<file path="config.mk">
export PLATFORM = sky130hd
export DESIGN_NAME = lemon_ifu
export DESIGN_NICKNAME = d
export VERILOG_FILES = /design/src/rtl/lemon_ifu.sv
export SDC_FILE = /design/constraint.sdc
export NUM_CORES = 1
export LEC_CHECK = 0
export ABC_CLOCK_PERIOD_IN_PS = 4100
export CORE_UTILIZATION = 35
export CTS_CLUSTER_DIAMETER = 150
export DETAILED_ROUTE_END_ITERATION = 10
export GPL_TIMING_DRIVEN = 0
export SLEW_MARGIN = 25
export SYNTH_ARGS = -nofsm -noshare
export SYNTH_HDL_FRONTEND = slang
export SYNTH_SLANG_ARGS = --single-unit
</file>
<file path="constraint.sdc">
create_clock -name clk -period 4.1 [get_ports clk]
set_input_delay 0.82 -clock clk [delete_from_list [all_inputs] [get_ports clk]]
set_output_delay 0.82 -clock clk [all_outputs]
set_load 0.01 [all_outputs]
</file>
<file path="src/rtl/lemon_ifu.sv">
// LemonPC instruction-fetch unit: credit-limited sequential fetcher with an
// in-order response FIFO, redirect squash and sticky halt.
module lemon_ifu #(
    parameter int                XLEN    = 64,
    parameter int                INST_W  = 32,
    parameter logic [XLEN-1:0]   PC_INIT = 64'h8000_0000,
    parameter int                DEPTH   = 4
) (
    input  logic              clk,
    input  logic              rst_n,
    output logic              imem_req_valid,
    input  logic              imem_req_ready,
    output logic [XLEN-1:0]   imem_req_addr,
    input  logic              imem_resp_valid,
    input  logic [INST_W-1:0] imem_resp_data,
    input  logic              redirect_valid,
    input  logic [XLEN-1:0]   redirect_pc,
    input  logic              halt,
    output logic              inst_valid,
    input  logic              inst_ready,
    output logic [INST_W-1:0] inst,
    output logic [XLEN-1:0]   inst_pc,
    output logic              halted
);

    localparam int              CW   = $clog2(DEPTH) + 1;
    localparam int              PW   = $clog2(DEPTH);
    localparam logic [XLEN-1:0] STEP = XLEN'(INST_W / 8);

    logic [XLEN-1:0]   fetch_pc;
    logic [XLEN-1:0]   head_pc;
    logic [CW-1:0]     outstanding;
    logic [CW-1:0]     drop_cnt;
    logic [CW-1:0]     fifo_count;
    logic [PW-1:0]     rd_ptr;
    logic [PW-1:0]     wr_ptr;
    logic              halt_flag;
    logic [INST_W-1:0] fifo_mem [DEPTH];

    logic [CW:0]       credit_used;
    logic [CW-1:0]     outstanding_next;
    logic              can_issue;
    logic              req_hs;
    logic              resp_push;
    logic              pop;

    // Every issued request owns a FIFO slot until it is popped or dropped,
    // so a non-dropped response always finds room.
    assign credit_used      = {1'b0, outstanding} + {1'b0, fifo_count};
    assign can_issue        = !halt_flag && (credit_used < (CW+1)'(DEPTH));
    assign outstanding_next = outstanding + CW'(req_hs) - CW'(imem_resp_valid);

    assign imem_req_valid = rst_n && can_issue;
    assign imem_req_addr  = rst_n ? fetch_pc : PC_INIT;
    assign inst_valid     = rst_n && (fifo_count != '0);
    assign inst           = rst_n ? fifo_mem[rd_ptr] : '0;
    assign inst_pc        = rst_n ? head_pc : '0;
    assign halted         = rst_n && halt_flag && (outstanding == '0);

    assign req_hs    = imem_req_valid && imem_req_ready;
    assign resp_push = imem_resp_valid && (drop_cnt == '0);
    assign pop       = inst_valid && inst_ready;

    always_ff @(posedge clk) begin
        if (!rst_n) begin
            fetch_pc    <= PC_INIT;
            head_pc     <= PC_INIT;
            outstanding <= '0;
            drop_cnt    <= '0;
            fifo_count  <= '0;
            rd_ptr      <= '0;
            wr_ptr      <= '0;
            halt_flag   <= 1'b0;
        end else begin
            outstanding <= outstanding_next;
            halt_flag   <= halt_flag | halt;
            if (redirect_valid) begin
                // Everything still in flight after this edge belongs to the old path.
                fetch_pc   <= redirect_pc;
                head_pc    <= redirect_pc;
                drop_cnt   <= outstanding_next;
                fifo_count <= '0;
                rd_ptr     <= '0;
                wr_ptr     <= '0;
            end else begin
                if (req_hs)
                    fetch_pc <= fetch_pc + STEP;
                if (imem_resp_valid && (drop_cnt != '0))
                    drop_cnt <= drop_cnt - CW'(1);
                if (resp_push)
                    wr_ptr <= wr_ptr + PW'(1);
                if (pop) begin
                    rd_ptr  <= rd_ptr + PW'(1);
                    head_pc <= head_pc + STEP;
                end
                fifo_count <= fifo_count + CW'(resp_push) - CW'(pop);
            end
        end
    end

    always_ff @(posedge clk) begin
        if (resp_push)
            fifo_mem[wr_ptr] <= imem_resp_data;
    end

    resp_without_request: assert property (@(posedge clk) disable iff (!rst_n)
        !(imem_resp_valid && (outstanding == '0)));

endmodule

</file>
== Word level (Yosys, flattened, before mapping) ==
Memory sizes are Yosys's and may differ from the RTL's. A register that Yosys moved wholly into a read port is not among the register bits.
Index checks and enable logic that the tools add are counted.

* Bits of input ports: 103
* ROM bits: 0
* Word-level logic and storage cells: 53
* Memories: 1
* Memory bits (writable): 128
* Bits in latches: 0
* Flip-flop bits (word level): 142

* Divide/modulo/power cells: 0
* Mux-type cells: 13
* $lt $le $gt $ge: 1
* Reductions and logical operators: 18
* Multipliers: 0
* Bitwise gates (word level): 2
* $add $sub $neg: 10
* Shift operators: 0
* Eq/ne operators: 0

{| class="wikitable"
|+ Memory list
! name !! depth !! bits a word !! rd ports !! clocked after memory_dff !! wr ports !! line !! RTL
|-
| fifo_mem || 4 || 32 || 1 || 1 || 1 || 38 || <nowiki>logic [INST_W-1:0] fifo_mem [DEPTH];</nowiki>
|}

{| class="wikitable"
|+ Operators by type and width
! operator !! number
|-
| 2-to-1 mux 64 bit || 6
|-
| adder 64 x 3 -> 64 bit, second input constant || 2
|-
| 2-to-1 mux 32 bit || 1
|-
| logical AND 1 bit || 9
|-
| adder 3 x 1 -> 3 bit || 2
|-
| zero test 3 bit || 2
|-
| 2-to-1 mux 3 bit || 2
|-
| nonzero test 2 bit || 3
|-
| nonzero test 3 bit || 2
|-
| subtractor 3 x 1 -> 3 bit || 2
|-
| adder 2 x 1 -> 2 bit, second input constant || 2
|-
| adder 3 x 3 -> 4 bit || 1
|-
| less-than comparator 4 x 3 -> 1 bit, second input constant || 1
|-
| 2-to-1 mux 2 bit || 2
|-
| subtractor 3 x 1 -> 3 bit, second input constant || 1
|-
| 2-to-1 mux 1 bit || 2
|-
| OR reduction 2 bit || 1
|-
| zero test 1 bit || 1
|-
| NOT 1 bit || 1
|-
| OR 1 bit || 1
|}

== Depth between registers and ports, before layout ==
Gate-level depths: netlist of run 1.

* Depth in word-level cells: 8
* Mapped depth: 15

== Worst setup path before layout of run 1 ==
OpenSTA, ideal clock, no wires.

* Kind: input -> register
* Start point: input port rst_n
* End point: register drop_cnt[2]
* Path slack: 0.968 ns
* Stages: 14
* Path buffers: 3
* Arrival time: 3.016 ns
* Path through: clkbuf_1 > and4_1 > buf_2 > inv_2 > clkbuf_1 > ha_1 > inv_1 > ha_1 > inv_1 > fa_1 > xor2_1 > xnor2_1 > nand2_1 > o211a_1

* Word-level cells in the longest chain between the ends: 5

{| class="wikitable"
|+ RTL lines
! item !! line !! RTL
|-
| from (decl) || 10 || <nowiki>input logic rst_n,</nowiki>
|-
| logical AND 1 bit || 53 || <nowiki>assign imem_req_valid = rst_n && can_issue;</nowiki>
|-
| logical AND 1 bit || 60 || <nowiki>assign req_hs = imem_req_valid && imem_req_ready;</nowiki>
|-
| adder 3 x 1 -> 3 bit || 51 || <nowiki>assign outstanding_next = outstanding + CW'(req_hs) - CW'(imem_resp_valid);</nowiki>
|-
| subtractor 3 x 1 -> 3 bit || 51 ||
|-
| 2-to-1 mux 3 bit || 77 || <nowiki>if (redirect_valid) begin</nowiki>
|-
| to (signal assigned) || 81 || <nowiki>drop_cnt <= outstanding_next;</nowiki>
|-
| to (signal assigned) || 89 || <nowiki>drop_cnt <= drop_cnt - CW'(1);</nowiki>
|-
| to (decl) || 33 || <nowiki>logic [CW-1:0] drop_cnt;</nowiki>
|}

Several ways; a longest one is shown, not always the timed one.
A chain may end at the register's enable or synchronous reset.

== Worst setup path in the final report of run 1 ==
* Start point: input port rst_n
* End point: output port imem_req_valid

* Word-level cells in the longest chain between the ends: 1

{| class="wikitable"
|+ RTL lines
! item !! line !! RTL
|-
| logical AND 1 bit || 53 ||
|-
| to (decl) || 11 || <nowiki>output logic imem_req_valid,</nowiki>
|}

Every way passes these cells.

==> impl_metrics.json, run 1 <==
{
  "grt_pass1_wl_mm": 73.9,
  "synth_compound_area_share_pct": 11.3,
  "hold_path_depth": 2,
  "synthTopCellsByArea": "edfxtp_1, dfxtp_1, and2_1",
  "nets": 1775,
  "core_area_um2": 38700,
  "synth_top_cell_by_area": "edfxtp_1",
  "tightest_slew_ps": 1130,
  "cts_inserted_buffers": 31,
  "status": "finished clean",
  "yosys.area.top_type_share_pct": 27.8,
  "postCtsHoldBufs": 0,
  "pin_count": 266,
  "layout_commonest_cell": "clkdlybuf4s50_1",
  "rows": 72,
  "grt_max_degree": 24,
  "ys_seq_area_share_pct": 48.7,
  "avgRoutedWirePerCell_um": 22.1,
  "min_path_type": "flip-flop to flip-flop",
  "drt_iter0_drc": 905,
  "final.setup.tns_ps": 0,
  "cp.arrival_ps": 3140,
  "synth-seq-cells": 272,
  "synthToLayoutAreaGrowth_pct": 32.1,
  "clkPwrFrac_pct": 38.9,
  "ff2ff_setup_slack_ps": 310,
  "cts_max_path_buffers": 3,
  "num_vias": 12300,
  "wl_mm": 48.7,
  "grt_use_total_pct": 23.8,
  "layout_common_cells": "clkdlybuf4s50_1, and2_1, dfxtp_1",
  "synthXorXnorAreaFrac_pct": 3.24,
  "place.port_buffers": 265,
  "yosysWarnings": 0,
  "reg2regPathDepth": 15,
  "drive_gt1_share_pct": 8.98,
  "htree_levels": 1,
  "crit_fanout": 10,
  "slew_headroom_pct": 23.7,
  "cts_tree": "built",
  "die_area_um2": 40200,
  "synth_top_family_by_area": "simple AND/OR/NAND/NOR gates",
  "viasPerCell": 5.59,
  "ys_types": 66,
  "layout_setup_ws_ps": 136,
  "hpwlAfterDp_mm": 36.7,
  "synth-main-ff-cell": "dfxtp_1",
  "synthCells": 1352,
  "met3_length_mm": 3.88,
  "topRoutingLayerUsed": "met4",
  "hold_violations": 0,
  "synth-edff-count": 128,
  "setup_viol": 0,
  "antenna_left": 0,
  "power_density_nw_per_um2": 381,
  "syn-mean-instance-area_um2": 10.2,
  "max_freq_mhz": 252,
  "netSwitchingPower_mw": 1.88,
  "fin_crit_sh_pct": 96.7,
  "criticalPathCategory": "input port to output pin",
  "grt_overflow_total": 0,
  "p_int_mw": 5.08,
  "synth_adder_area_share_pct": 1.56,
  "dr.pass1.iters": 5,
  "grt_setup_unrepaired": "false",
  "yosys.area_share.simple_pct": 26.5,
  "p_sw_share_pct": 27.0,
  "critical_path_required_ps": 3280,
  "drc_errors": 0,
  "wl_met2_mm": 21.8,
  "cts.sinks": 272,
  "clk_pin_slew_ps": 60,
  "async_flop_share_pct": 0,
  "gp_congestion": 0.952,
  "start_util_pct": 35.6,
  "skew_ps": 23.0,
  "critPathLaunchType": "input port",
  "period_needed_ps": 3960,
  "seqPwrFrac_pct": 45.8,
  "worstSkewPairLatency_ps": 580,
  "antenna_found_initial": 1,
  "end_kind": "output pin",
  "maxCapViolCount": 0,
  "syn_nets": 1471,
  "p_leak_nw": 5.98,
  "grt_pass1_vias": 12000,
  "maxSlewViolCount": 0,
  "pre_cts_slack_ps": -809,
  "synth.area.mux_share_pct": 5.52,
  "die_h_um": 201,
  "netlist_area_um2": 13800,
  "m1WireLength_mm": 21.9,
  "cts_root_buf": "clkbuf_16",
  "peakVddDrop_v": 0.000328,
  "combPwrFrac_pct": 15.3,
  "chipWidth_um": 201
}
==> path summary, 6_finish.rpt <==
path / endpoint / from
max: imem_req_valid / rst_n
min reg2reg: head_pc[0] / head_pc[0]
max reg2reg: drop_cnt[2] / fifo_count[2]
min: head_pc[0] / head_pc[0]
==> synthesized netlist by cell type, types with 14 or more instances <==
library cell	n
a21oi_1	55
a31oi_1	42
and2_1	165
and3_1	22
and4_1	17
clkbuf_1	63
dfxtp_1	144
edfxtp_1	128
ha_1	14
inv_1	24
mux4_2	32
nand2_1	80
nand3_1	56
nand4_1	48
nor2_1	70
nor3_1	40
nor4_1	21
o21ai_0	82
o31ai_1	25
or3_1	22
or4_1	23
xnor2_1	33
xor2_1	18
==> critical path, stage by stage <==
cell and delay, ps:
clkdlybuf4s50_1 530, clkbuf_4 300, clkbuf_4 350, clkbuf_2 330
and3_1 200, clkdlybuf4s50_1 580
==> repair_timing <==
action / in CTS / in global routing
endpoints found under the setup margin: 162 / 22
resized for setup: 14 / 7
setup buffers: 0 / 3
==> area by class of cell <==
class | instances | area (um2)
multi-input combinational | 973 | 6650
clock buffer | 39 | 846
buffer | 80 | 365
tap | 518 | 648
sequential | 272 | 6730
fill | 3656 | 20500
timing repair buffer | 272 | 2760
clock inverter | 19 | 138
inverter | 26 | 101
antenna | 2 | 5.00
==> sequential cells by signal, indices dropped and copies added, names as in the netlist, named ones only <==
| name | count |
|---|---|
| outstanding | 3 |
| fetch_pc | 64 |
| fifo_mem | 128 |
| rd_ptr | 2 |
| drop_cnt | 3 |
| head_pc | 64 |
| halt_flag | 1 |
| wr_ptr | 2 |
| fifo_count | 3 |
==> power by group through the flow <==
stage          clock network [mW]  registers [mW]  logic, mW
3_3_place_gp                    0            3.24       1.03
4_1_cts                      2.76            3.18       1.07
5_1_grt                      2.88            3.21       1.15
2_1_floorplan                   0            3.19      0.538
3_5_place_dp                    0            3.24       1.06
6_report                     2.70            3.19       1.07
==> stage by stage <==
| step | hold WS (ps) | util (%) | total power [mW] | area (um2) | instances |
|---|---|---|---|---|---|
| floorplan | 432 | - | 3.73 | 13800 | 1352 |
| global placement | 440 | 44.2 | 4.27 | 17100 | 2135 |
| detailed placement | 447 | 44.4 | 4.30 | 17200 | 2139 |
| CTS | 455 | 47.0 | 7.01 | 18200 | 2196 |
| global route | 464 | 47.1 | 7.24 | 18200 | 2200 |
| finish | 454 | 47.1 | 6.95 | 18200 | 2201 |
==> per-layer routing <==
layer	vias up	track usage, %
met5	-	0
met4	0	7.25
met3	71	4.66
met2	507	36.6
met1	6014	33.6
li1	5713	-
==> cell families after synthesis <==
family          count (synthesis)
flops                         272
xor+xnor                       51
fa+ha+maj                      16
buf+inv                       107
compound gates                252
simple gates                  618
mux                            36
No activity file was read; power rests on OpenSTA's default activity.
==> run 2: changes to the inputs <==
CORE_UTILIZATION = 53   (was 35)
PLACE_DENSITY = 0.81   (was default)
==> run 2 against run 1 <==
Compared with the run above: sequential power about the same; total power increased by 0.87%; clock power increased by 2%; maximum frequency decreased by 2.8%; utilization increased by 24 points; via count increased by 2.4%; critical path depth decreased by 1; global-route usage increased by 11 points; cell count decreased by 9.0%; register-to-register slack got worse by 20 ps; highest routed layer unchanged.
==> impl_metrics.json, run 2 (synthesis gave the netlist of run 1 again) <==
{
  "status": "finished clean",
  "wl_mm": 46.1,
  "critPathLaunchType": "input port",
  "setup_viol": 0,
  "place.port_buffers": 265,
  "netSwitchingPower_mw": 1.83,
  "start_util_pct": 54.3,
  "p_sw_share_pct": 26.1,
  "hpwlAfterDp_mm": 33.7,
  "pre_cts_slack_ps": -652,
  "drt_iter0_drc": 1420,
  "seqPwrFrac_pct": 45.5,
  "die_area_um2": 26700,
  "cts_setup_buffers": 0,
  "dr.pass1.iters": 5,
  "num_vias": 12600,
  "clkPwrFrac_pct": 39.3,
  "viasPerCell": 6.29,
  "grt_use_total_pct": 34.3,
  "combPwrFrac_pct": 15.2,
  "layout_setup_ws_ps": 20.2,
  "antenna_found_initial": 2,
  "criticalPathCategory": "input port to output pin",
  "nets": 1769,
  "clk_pin_slew_ps": 60,
  "min_path_type": "flip-flop to flip-flop",
  "grt_overflow_total": 0,
  "reg_top3": "fifo_mem (128), fetch_pc (64), head_pc (64)",
  "grt_setup_unrepaired": "false",
  "skew_ps": 16.0,
  "gp_congestion": 1.00,
  "top_register": "fifo_mem",
  "chipWidth_um": 163,
  "hold-worst-slack_ps": 456,
  "rows": 58,
  "cts_root_buf": "clkbuf_16",
  "maxCapViolCount": 0,
  "slew_headroom_pct": 27.0,
  "max_freq_mhz": 245,
  "p_int_mw": 5.18,
  "cts.sinks": 272,
  "fin_crit_sh_pct": 99.5,
  "p_leak_nw": 5.96,
  "antenna_left": 0,
  "layout_commonest_cell": "clkdlybuf4s50_1",
  "avgRoutedWirePerCell_um": 23.0,
  "cts_max_path_buffers": 3,
  "pin_count": 266,
  "largest_reg_flops": 128,
  "period_needed_ps": 4080,
  "crit_fanout": 14,
  "cts_inserted_buffers": 29,
  "worstSkewPairLatency_ps": 570,
  "layout_common_cells": "clkdlybuf4s50_1, and2_1, dfxtp_1",
  "drc_errors": 0,
  "postCtsHoldBufs": 0,
  "tightest_slew_ps": 1090,
  "grt_max_degree": 22,
  "maxSlewViolCount": 0,
  "hold_violations": 0,
  "fillers": 1903,
  "grt_pass1_wl_mm": 68.8,
  "end_kind": "output pin",
  "power_density_nw_per_um2": 390,
  "ff2ff_setup_slack_ps": 290,
  "core_area_um2": 25400,
  "critical_path_required_ps": 3280,
  "grt_pass1_vias": 12000,
  "drive_gt1_share_pct": 7.78,
  "synthToLayoutAreaGrowth_pct": 30.2,
  "peakVddDrop_v": 0.000407,
  "cp.arrival_ps": 3260,
  "die_h_um": 163,
  "htree_levels": 1,
  "cts_tree": "built"
}
[run 2: area by class of cell]
class                      instances  area (um2)  share of cell area, %
multi-input combinational        973        6650                   37.0
clock buffer                      36         762                   4.24
clock inverter                    17         223                   1.24
timing repair buffer             269        2760                   15.4
buffer                            79         342                   1.90
antenna                            1        2.50                 0.0139
tap                              330         413                   2.30
sequential                       272        6730                   37.4
inverter                          26        97.6                  0.543
[run 2: path summary, 6_finish.rpt]
check	start	end	cells after the start
worst max register to register	fifo_count[2]	drop_cnt[2]	15
worst min-delay path	head_pc[0]	head_pc[0]	2
worst min register to register	head_pc[0]	head_pc[0]	2
worst max-delay path	rst_n	inst_pc[23]	5
[run 2: stage by stage]
stage	power (mW)	std cells	area [um2]	utilization, %	setup TNS (ps)
after global routing	7.22	2003	18000	70.8	0
final	7.01	2003	18000	70.8	0
after global placement	4.23	1947	16900	66.4	-54180
after CTS	7.01	2003	18000	70.8	0
after detailed placement	4.28	1951	17000	66.9	-54310
after floorplan	3.73	1352	13800	-	0
[run 2: power groups by stage]
stage	logic (mW)	registers, mW	clock network, mW
2_1_floorplan	0.538	3.19	0
4_1_cts	1.06	3.19	2.76
5_1_grt	1.14	3.21	2.88
3_5_place_dp	1.04	3.24	0
3_3_place_gp	0.997	3.24	0
6_report	1.07	3.19	2.75
[run 2: worst max-delay path, stage by stage]
cell and delay (ps):
clkdlybuf4s15_1 620, inv_1 500, clkbuf_2 430, nor2_1 300
clkdlybuf4s50_1 590
[run 2: per-layer routing]
layer  track usage (%)  vias up  part of all wire (%)
li1                  -     5685                     -
met1              47.0     6072                    40
met2              53.7      724                    46
met3              4.29      121                   9.0
met4              17.3        0                   4.9
met5                 0        -                     0
[run 2: what timing repair did]
item / in CTS / in global routing
endpoints found under the hold margin: 0 / 0
gates resized for setup: 6 / 1
setup endpoints to repair: 161 / 2
